`config.mk`:
```
export PLATFORM = sky130hd
export DESIGN_NAME = elevator_ctrl
export DESIGN_NICKNAME = d
export VERILOG_FILES = /design/src/rtl/elevator_ctrl.sv
export SDC_FILE = /design/constraint.sdc
export NUM_CORES = 1
export LEC_CHECK = 0
export ABC_AREA = 0
export BUFFER_PORTS_ARGS = -buffer_cell sky130_fd_sc_hd__buf_2
export CAP_MARGIN = 0
export CORE_MARGIN = 4
export CORE_UTILIZATION = 50
export CTS_BUF_LIST = sky130_fd_sc_hd__clkbuf_4 sky130_fd_sc_hd__clkbuf_8
export DETAILED_ROUTE_END_ITERATION = 7
export GPL_TIMING_DRIVEN = 0
export PLACE_DENSITY = 0.72
export SYNTH_ARGS = -nofsm -noshare
export SYNTH_HDL_FRONTEND = slang
export SYNTH_SLANG_ARGS = --single-unit
```
`constraint.sdc`:
```
create_clock -name clk -period 4.85 [get_ports clk]
set_clock_uncertainty 0.15 [all_clocks]
set_input_delay 0.485 -clock clk [delete_from_list [all_inputs] [get_ports clk]]
set_output_delay 0.485 -clock clk [all_outputs]
set_load 0.02 [all_outputs]
```
`src/rtl/elevator_ctrl.sv`:
```
// elevator_ctrl: SCAN car controller that latches floor calls and drives engine/door commands from plant sensors
module elevator_ctrl #(
  parameter int BUTTONS_WIDTH = 8,
  parameter int FLOOR_W = 3,
  parameter int DOOR_HOLD = 20,
  parameter int TIMEOUT = 255
) (
  input  logic                     clk,
  input  logic                     reset,
  input  logic [BUTTONS_WIDTH-1:0] buttons,
  input  logic [1:0]               sensor_door,
  input  logic                     sensor_up,
  input  logic                     sensor_down,
  output logic [1:0]               engine,
  output logic [1:0]               door,
  output logic [FLOOR_W-1:0]       floor,
  output logic [BUTTONS_WIDTH-1:0] requests,
  output logic                     fault
);
  localparam int WD_W = $clog2(TIMEOUT + 1);
  localparam int HOLD_W = $clog2(DOOR_HOLD + 1);
  localparam logic [FLOOR_W-1:0] TOP = FLOOR_W'(BUTTONS_WIDTH - 1);
  typedef enum logic [2:0] {INIT, IDLE, MOVE_UP, MOVE_DOWN, OPEN, HOLD, CLOSE, FAULT} state_t;
  state_t state, last_state;
  logic dir_up, prev_up, prev_down, door_closed;
  logic [WD_W-1:0] wd;
  logic [HOLD_W-1:0] hold;
  logic arr_up, arr_dn, moving, above, below, go_up, bad, timed_out;
  logic [FLOOR_W-1:0] fu, fd;
  logic [BUTTONS_WIDTH-1:0] here, req_nx;
  always_comb begin
    arr_up = sensor_up & ~prev_up;
    arr_dn = sensor_down & ~prev_down;
    moving = state == MOVE_UP || state == MOVE_DOWN;
    fu = floor + 1'b1;
    fd = floor - 1'b1;
    here = BUTTONS_WIDTH'(1) << floor;
    // a press at the current floor while closing re-opens the door instead of queuing a call
    req_nx = requests | (buttons & ~(state == CLOSE ? here : '0));
    above = 1'b0;
    below = 1'b0;
    for (int i = 0; i < BUTTONS_WIDTH; i++) begin
      above = above | (requests[i] && i > int'(floor));
      below = below | (requests[i] && i < int'(floor));
    end
    go_up = dir_up ? above : !below;
    bad = sensor_door == 2'b11 || (sensor_up && sensor_down) || (!moving && (arr_up || arr_dn))
      || (state == MOVE_UP && (arr_dn || (arr_up && floor == TOP)))
      || (state == MOVE_DOWN && (arr_up || (arr_dn && floor == '0)));
    // state == last_state masks a stale count carried in from an unwatched state
    timed_out = state inside {INIT, MOVE_UP, MOVE_DOWN, OPEN, CLOSE} && state == last_state
      && wd == WD_W'(TIMEOUT - 1);
  end
  always_ff @(posedge clk) begin
    if (reset) begin
      state <= INIT;
      last_state <= INIT;
      dir_up <= 1'b1;
      prev_up <= 1'b0;
      prev_down <= 1'b0;
      door_closed <= 1'b0;
      wd <= '0;
      hold <= '0;
      engine <= 2'b00;
      door <= 2'b00;
      floor <= '0;
      requests <= '0;
      fault <= 1'b0;
    end else begin
      prev_up <= sensor_up;
      prev_down <= sensor_down;
      door_closed <= sensor_door == 2'b10;
      last_state <= state;
      requests <= req_nx;
      wd <= (state != last_state || (moving && (arr_up || arr_dn))) ? '0 : wd + 1'b1;
      if (bad || timed_out || state == FAULT) begin
        state <= FAULT;
        engine <= 2'b00;
        door <= 2'b00;
        fault <= 1'b1;
      end else begin
        case (state)
          INIT: begin
            if (door == 2'b10 && sensor_door == 2'b10) begin
              state <= IDLE;
              door <= 2'b00;
            end else door <= 2'b10;
          end
          IDLE: begin
            engine <= 2'b00;
            door <= 2'b00;
            if (requests[floor]) begin
              state <= OPEN;
              door <= 2'b01;
            end else if (door_closed && (above || below)) begin
              dir_up <= go_up;
              state <= go_up ? MOVE_UP : MOVE_DOWN;
              engine <= go_up ? 2'b01 : 2'b10;
            end
          end
          MOVE_UP: begin
            if (arr_up) begin
              floor <= fu;
              if (req_nx[fu] || fu == TOP) begin
                engine <= 2'b00;
                state <= OPEN;
              end
            end
          end
          MOVE_DOWN: begin
            if (arr_dn) begin
              floor <= fd;
              if (req_nx[fd] || fd == '0) begin
                engine <= 2'b00;
                state <= OPEN;
              end
            end
          end
          OPEN: begin
            if (door == 2'b01 && sensor_door == 2'b01) begin
              requests <= req_nx & ~here;
              hold <= HOLD_W'(DOOR_HOLD - 1);
              state <= HOLD;
              door <= 2'b00;
            end else door <= 2'b01;
          end
          HOLD: begin
            if (hold == '0) begin
              state <= CLOSE;
              door <= 2'b10;
            end else hold <= hold - 1'b1;
          end
          CLOSE: begin
            if (buttons[floor]) begin
              state <= OPEN;
              door <= 2'b01;
            end else if (door == 2'b10 && sensor_door == 2'b10) begin
              state <= IDLE;
              door <= 2'b00;
            end else door <= 2'b10;
          end
          default: state <= FAULT;
        endcase
      end
    end
  end
endmodule

```
# Yosys cells after proc, flatten, opt, wreduce, memory -nomap -nowiden
# Index checks and enable logic that the tools add are counted.
[totals]
regBits = 39
word_cells = 194
[classes]
addsub = 4
magnitude_cmp = 17
n_eq_ne = 31
n_shift = 1
n_mux = 46
bitwise_logic = 23
reduce_logical = 59
[ops]
columns = ["cell", "n"]
rows = [
  ["$mux 3", 13],
  ["$mux 8", 4],
  ["$logic_and 1x1->1", 26],
  ["$pmux 3 s7", 1],
  ["$mux 2", 10],
  ["$eq 3x3->1 const B", 6],
  ["$and 8x8->8", 2],
  ["$not 8->8", 2],
  ["$logic_or 1x1->1", 14],
  ["$bmux 1 s3", 4],
  ["$gt 3x3->1 const A", 4],
  ["$lt 3x4->1 const B", 3],
  ["$or 1x1->1", 12],
  ["$reduce_and 4->1", 3],
  ["$mux 5", 2],
  ["$pmux 2 s5", 1],
  ["$pmux 5 s2", 1],
  ["$reduce_bool 5->1", 2],
  ["$logic_not 3->1", 3],
  ["$lt 3x3->1 const A", 3],
  ["$ne 3x1->1 const B", 3],
  ["$add 8x1->8 const B", 1],
  ["$eq 8x8->1 const B", 1],
  ["$mux 1", 8],
  ["32 further kinds", 52],
]

# Logic depth before layout (Yosys ltp)
[depth]
ltp_word = 15
mapped_depth = 11
depth_no_buf = 9

# Worst setup path after synthesis
# OpenSTA, ideal clock, no wires.
[synth_timing]
path_type = "flip-flop to flip-flop"
start = "register floor[1]"
end = "register state[2]"
setup_ps = 124
t_arrival_ps = 2542
required_ps = 4576
path_slack_ps = 2034
path_stages_with_launch = 12
path_buffers = 2
synth_period_minus_slack_ps = 2816
cell_sequence = "dfxtp_1 -> buf_6 -> inv_1 -> ha_1 -> buf_2 -> or3b_1 -> a21boi_1 -> o21bai_1 -> mux4_2 -> or2_1 -> o31ai_2 -> a211oi_2"
[synth_via]
elab_chain_len = 12
[synth_rtl]
columns = ["element", "line_no", "text"]
rows = [
  ["start, declared", "16", "output logic [FLOOR_W-1:0] floor,"],
  ["start signal, assigned", "103", "floor <= fu;"],
  ["$gt 1x3->1, or another cell as far along", "43", "above = above | (requests[i] && i > int'(floor));"],
  ["$logic_and 1x1->1 (on tied branches)", "43, 44", ""],
  ["$or 1x1->1 (on tied branches) (6 in a row)", "43, 44", ""],
  ["$logic_or 1x1->1", "95", "end else if (door_closed && (above || below)) begin"],
  ["$logic_and 1x1->1", "95", ""],
  ["$ne 4x4->1 (no line)", "--", ""],
  ["$reduce_and 7->1 (no line)", "--", ""],
  ["end signal, assigned", "97", "state <= go_up ? MOVE_UP : MOVE_DOWN;"],
  ["end, declared", "24", "state_t state, last_state;"],
]
# Several ways; a longest one is shown, not always the timed one. The select of a mux whose other input is x is not followed.
# A chain may end at the register's enable or synchronous reset.

# Worst setup path after layout
[layout_timing]
start = "register floor[1]"
end = "register requests[1]"
[layout_via]
elab_chain_len = 9
[layout_rtl]
columns = ["element", "line_no", "text"]
rows = [
  ["$shl 1x3->8 or $eq 3x3->1 (tied branches)", "37, 48", ""],
  ["$mux 8 or $logic_and 1x1->1 (tied branches)", "39, 48", ""],
  ["$not 8->8 or $logic_or 1x1->1 (tied branches)", "39, 48", ""],
  ["$and 8x8->8 or $logic_and 1x1->1 (tied branches)", "39, 48", ""],
  ["$or 8x8->8 or $logic_or 1x1->1 (tied branches)", "39, 48", ""],
  ["$and 8x8->8 or $logic_or 1x1->1 (tied branches)", "121, 49", ""],
  ["$mux 8 or $logic_or 1x1->1 (tied branches)", "120, 76", ""],
  ["$mux 8 or $logic_or 1x1->1 (tied branches)", "82, 76", ""],
  ["$mux 8 (*)", "76", "if (bad || timed_out || state == FAULT) begin"],
  ["end signal, assigned", "74", "requests <= req_nx;"],
  ["end signal, assigned", "121", "requests <= req_nx & ~here;"],
  ["end, declared", "17", "output logic [BUTTONS_WIDTH-1:0] requests,"],
]
# Mark *: on every way between the ends. The rest lies on a longest branch, timed or not.

==> metrics.md <==
| Metric | Value |
|---|---|
| Final nets | 386 |
| Max FO, Critical Path | 10 |
| Hold WC Path Type | in2reg |
| Initial antenna violation count | 0 |
| Initial Util | 0.521 |
| P_int | 594 uW |
| Commonest non-fill, non-tap cell in the layout | dfxtp_1 |
| Synth Register Bits | 39 |
| TritonCTS Buffers | 5 |
| CTS clk-pin slew, worst paths | 90 ps |
| Max-cap check violation count | 0 |
| Grt total ovfl | 0 |
| Critical path class | reg2reg |
| Wire per inst | 16.2 microns |
| Fillers | 507 |
| Final setup vio count | 0 |
| Critical Path Max Stage Delay | 590 ps |
| Post-synth EDFFs | 0 |
| I/O Buffers | 29 |
| Max stage delay cell, worst path | nor4_1 |
| Cells after synthesis | 324 |
| Status | finished clean |
| Clk_lat worst skew | 300 ps |
| Dpl cells | 423 |
| Hold Buf Count CTS | 0 |
| CTS resizes | 0 |
| TritonCTS clock tree | yes |
| Detailed Route WL | 6.99 mm |
| Vias in the first global route | 2,317 |
| Worst setup SP type | flip-flop |
| Fin crit share | 0.667 |
| Final hold vios | 0 |
| Global Route Usage Sum | 0.224 |
| First-pass GRT wire length | 11.5 mm |
| Fin util | 0.589 |
| Unique masters post-synth | 76 |
| Most frequent cells in the layout | dfxtp_1 (39), buf_2 (36), nor2_1 (31), nand2_1 (23), a21oi_1 (21) |
| Most used DFF post-synth | dfxtp_1 |
| Combinational Power Share | 0.290 |
| Num ports | 30 |
| Pwr dens | 297 nW/um^2 |
| Root Driver | clkbuf_8 |
| Clk sinks | 39 |
| Die width | 81.2 microns |
| Core area | 5140 sq um |
| Synthesized Nets | 350 |
| Die Ht | 81.2 microns |
| Syn-to-layout area delta | 13.0% |
| Clk buf depth | 2 |
| Reg2Reg Depth | 10 |
| Worst slew pin tran | 908 ps |
| Power Total | 898 uW |
| Endpoint class of the critical path | flip-flop |
| CP required | 4870 ps |
| Sw Pwr | 305 uW |
| Clock share of power | 0.316 |
| Setup Fix Bufs, Post-CTS | 0 |
| Total negative slack | 0 ps |
| Crit path DAT | 3260 ps |
| Diodes inserted | 0 |
| Worst vdd ir | 0.256 mV |
| 1st-iter DRT viols | 284 |
| Layout Cells excl Fill | 431 |
| Antenna viol nets, final | 0 |
| H-tree depth | 2 |
| Proportion of layout cells with a drive suffix above 1 | 0.172 |
| Min cycle time layout | 3240 ps |
| Via/cell ratio | 6.05 |
| Cell Chain, Critical Path | buf_6, inv_1, ha_1, nor2b_1, o31a_1, o21ai_1, nand3_1, clkbuf_1, nor4_1, a21oi_1 |
| Routability cong. | 0.928 |
| Yosys synthesis warning count | 0 |
| Cell Area, Synth | 2680 sq um |
| Hold Path Cell Cnt | 2 |
| Final hold slack | 239 ps |
| Seq/Total Area, Yosys | 0.292 |
| Largest net degree at the start of global routing | 15 |
| RSZ-0062 raised after global routing | no |
| DRT Pass-1 Iters | 5 |
| Slew headroom | 0.386 |
| Row count | 26 |
| Seq pwr share | 0.393 |
| Syn Area/Cell | 8.26 sq um |
| Final HPWL DP | 5.33 mm |
| Max Freq | 0.309 GHz |
| Total die area | 6590 sq um |
| Pleak | 1.20 nW |
| Residual DRC | 0 |
| Via count | 2,606 |
| Sw Share | 0.339 |
| Final Max Tran Viols | 0 |
| Asr flop ratio synth | 0 |
## cells in the mapped netlist, drive strengths merged (3+ instances only)
library cell,n,share of area
nand2b,5,0.012
a21o,3,0.0084
nor2b,9,0.021
nor2,31,0.043
a211o,4,0.013
o21ai,19,0.036
nor3,6,0.011
mux2i,5,0.019
nand3,11,0.021
or2,4,0.0093
o31ai,3,0.010
a211oi,6,0.019
inv,17,0.024
mux4,3,0.025
or3,3,0.0070
o31a,3,0.0098
xor2,8,0.026
nand2,23,0.032
a31oi,4,0.0093
buf,9,0.020
a221oi,3,0.0098
a21oi,22,0.043
a21boi,5,0.014
and3,5,0.014
nand3b,3,0.0084
nor4,3,0.0070
clkbuf,8,0.011
xnor2,4,0.013
ha,12,0.056
dfxtp,39,0.29
## kinds of logic (layout without fill, tap and decap cells)
| group | Yosys count | in the layout | synth area share |
|---|---|---|---|
| AOI/OAI and AO/OA | 96 | 96 | 0.258 |
| muxes | 10 | 10 | 0.0537 |
| xor gates and xnor gates | 12 | 12 | 0.0393 |
| and+or+nand+nor | 120 | 120 | 0.244 |
| buffers and inverters | 35 | 72 | 0.0570 |
| DFF | 39 | 39 | 0.292 |
| adders and majority gates | 12 | 12 | 0.0561 |
## metal layers
| metal | share of wire | vias up | global-route usage | wire length, microns |
|---|---|---|---|---|
| li1 | - | 1267 | - | - |
| met4 | 0.012 | 0 | 0.0456 | 81 |
| met2 | 0.46 | 88 | 0.347 | 3210 |
| met1 | 0.47 | 1241 | 0.319 | 3260 |
| met3 | 0.063 | 10 | 0.0477 | 444 |
| met5 | 0 | - | 0 | 0 |
## path summary, 6_finish.rpt
| path | startpoint | endpoint | slack, ps |
|---|---|---|---|
| setup / recovery | floor[1] | requests[1] | 1610 |
| hold / removal | sensor_door[0] | door_closed | 240 |
| setup reg to reg | floor[1] | requests[1] | 1610 |
| hold reg to reg | engine[0] | engine[0] | 310 |
## worst max-delay path, delay by kind of cell, from the launching register on
kind	cells	cell delay (ps)
simple gates	3	1030
flops	1	420
compound gates	3	600
fa+ha+maj	1	290
buf+inv	3	630
## flip-flops by register name, indices dropped and copies added (netlist names), 2 cells and up
register and count:
requests 8, wd 8, hold 5, floor 3, last_state 3, state 3
door 2, engine 2
## metrics by stage
step	area, sq um	worst slack [ps]
2_1_floorplan	2680	2030
3_5_place_dp	2910	1650
5_1_grt	3030	1380
4_1_cts	3030	1640
6_report	3030	1610
3_3_place_gp	2910	1680
## power by group through the flow
stage          Clock (mW)  Sequential, mW  Combinational [mW]
2_1_floorplan           0           0.367               0.180
3_3_place_gp            0           0.360               0.252
3_5_place_dp            0           0.361               0.254
4_1_cts             0.288           0.353               0.255
5_1_grt             0.304           0.356               0.283
6_report            0.284           0.354               0.261
## area by class of cell
cell class,count,area (sq um),share of cell area
clock inverters,3,47.5,0.0157
inverters,18,68.8,0.0227
flip-flops and latches,39,781,0.258
multi-input cells,250,1740,0.576
well taps,70,87.6,0.0289
repair buffers,29,145,0.0480
clock buffers,5,68.8,0.0227
plain buffers,17,83.8,0.0277
No activity file was read; power rests on OpenSTA's default activity.
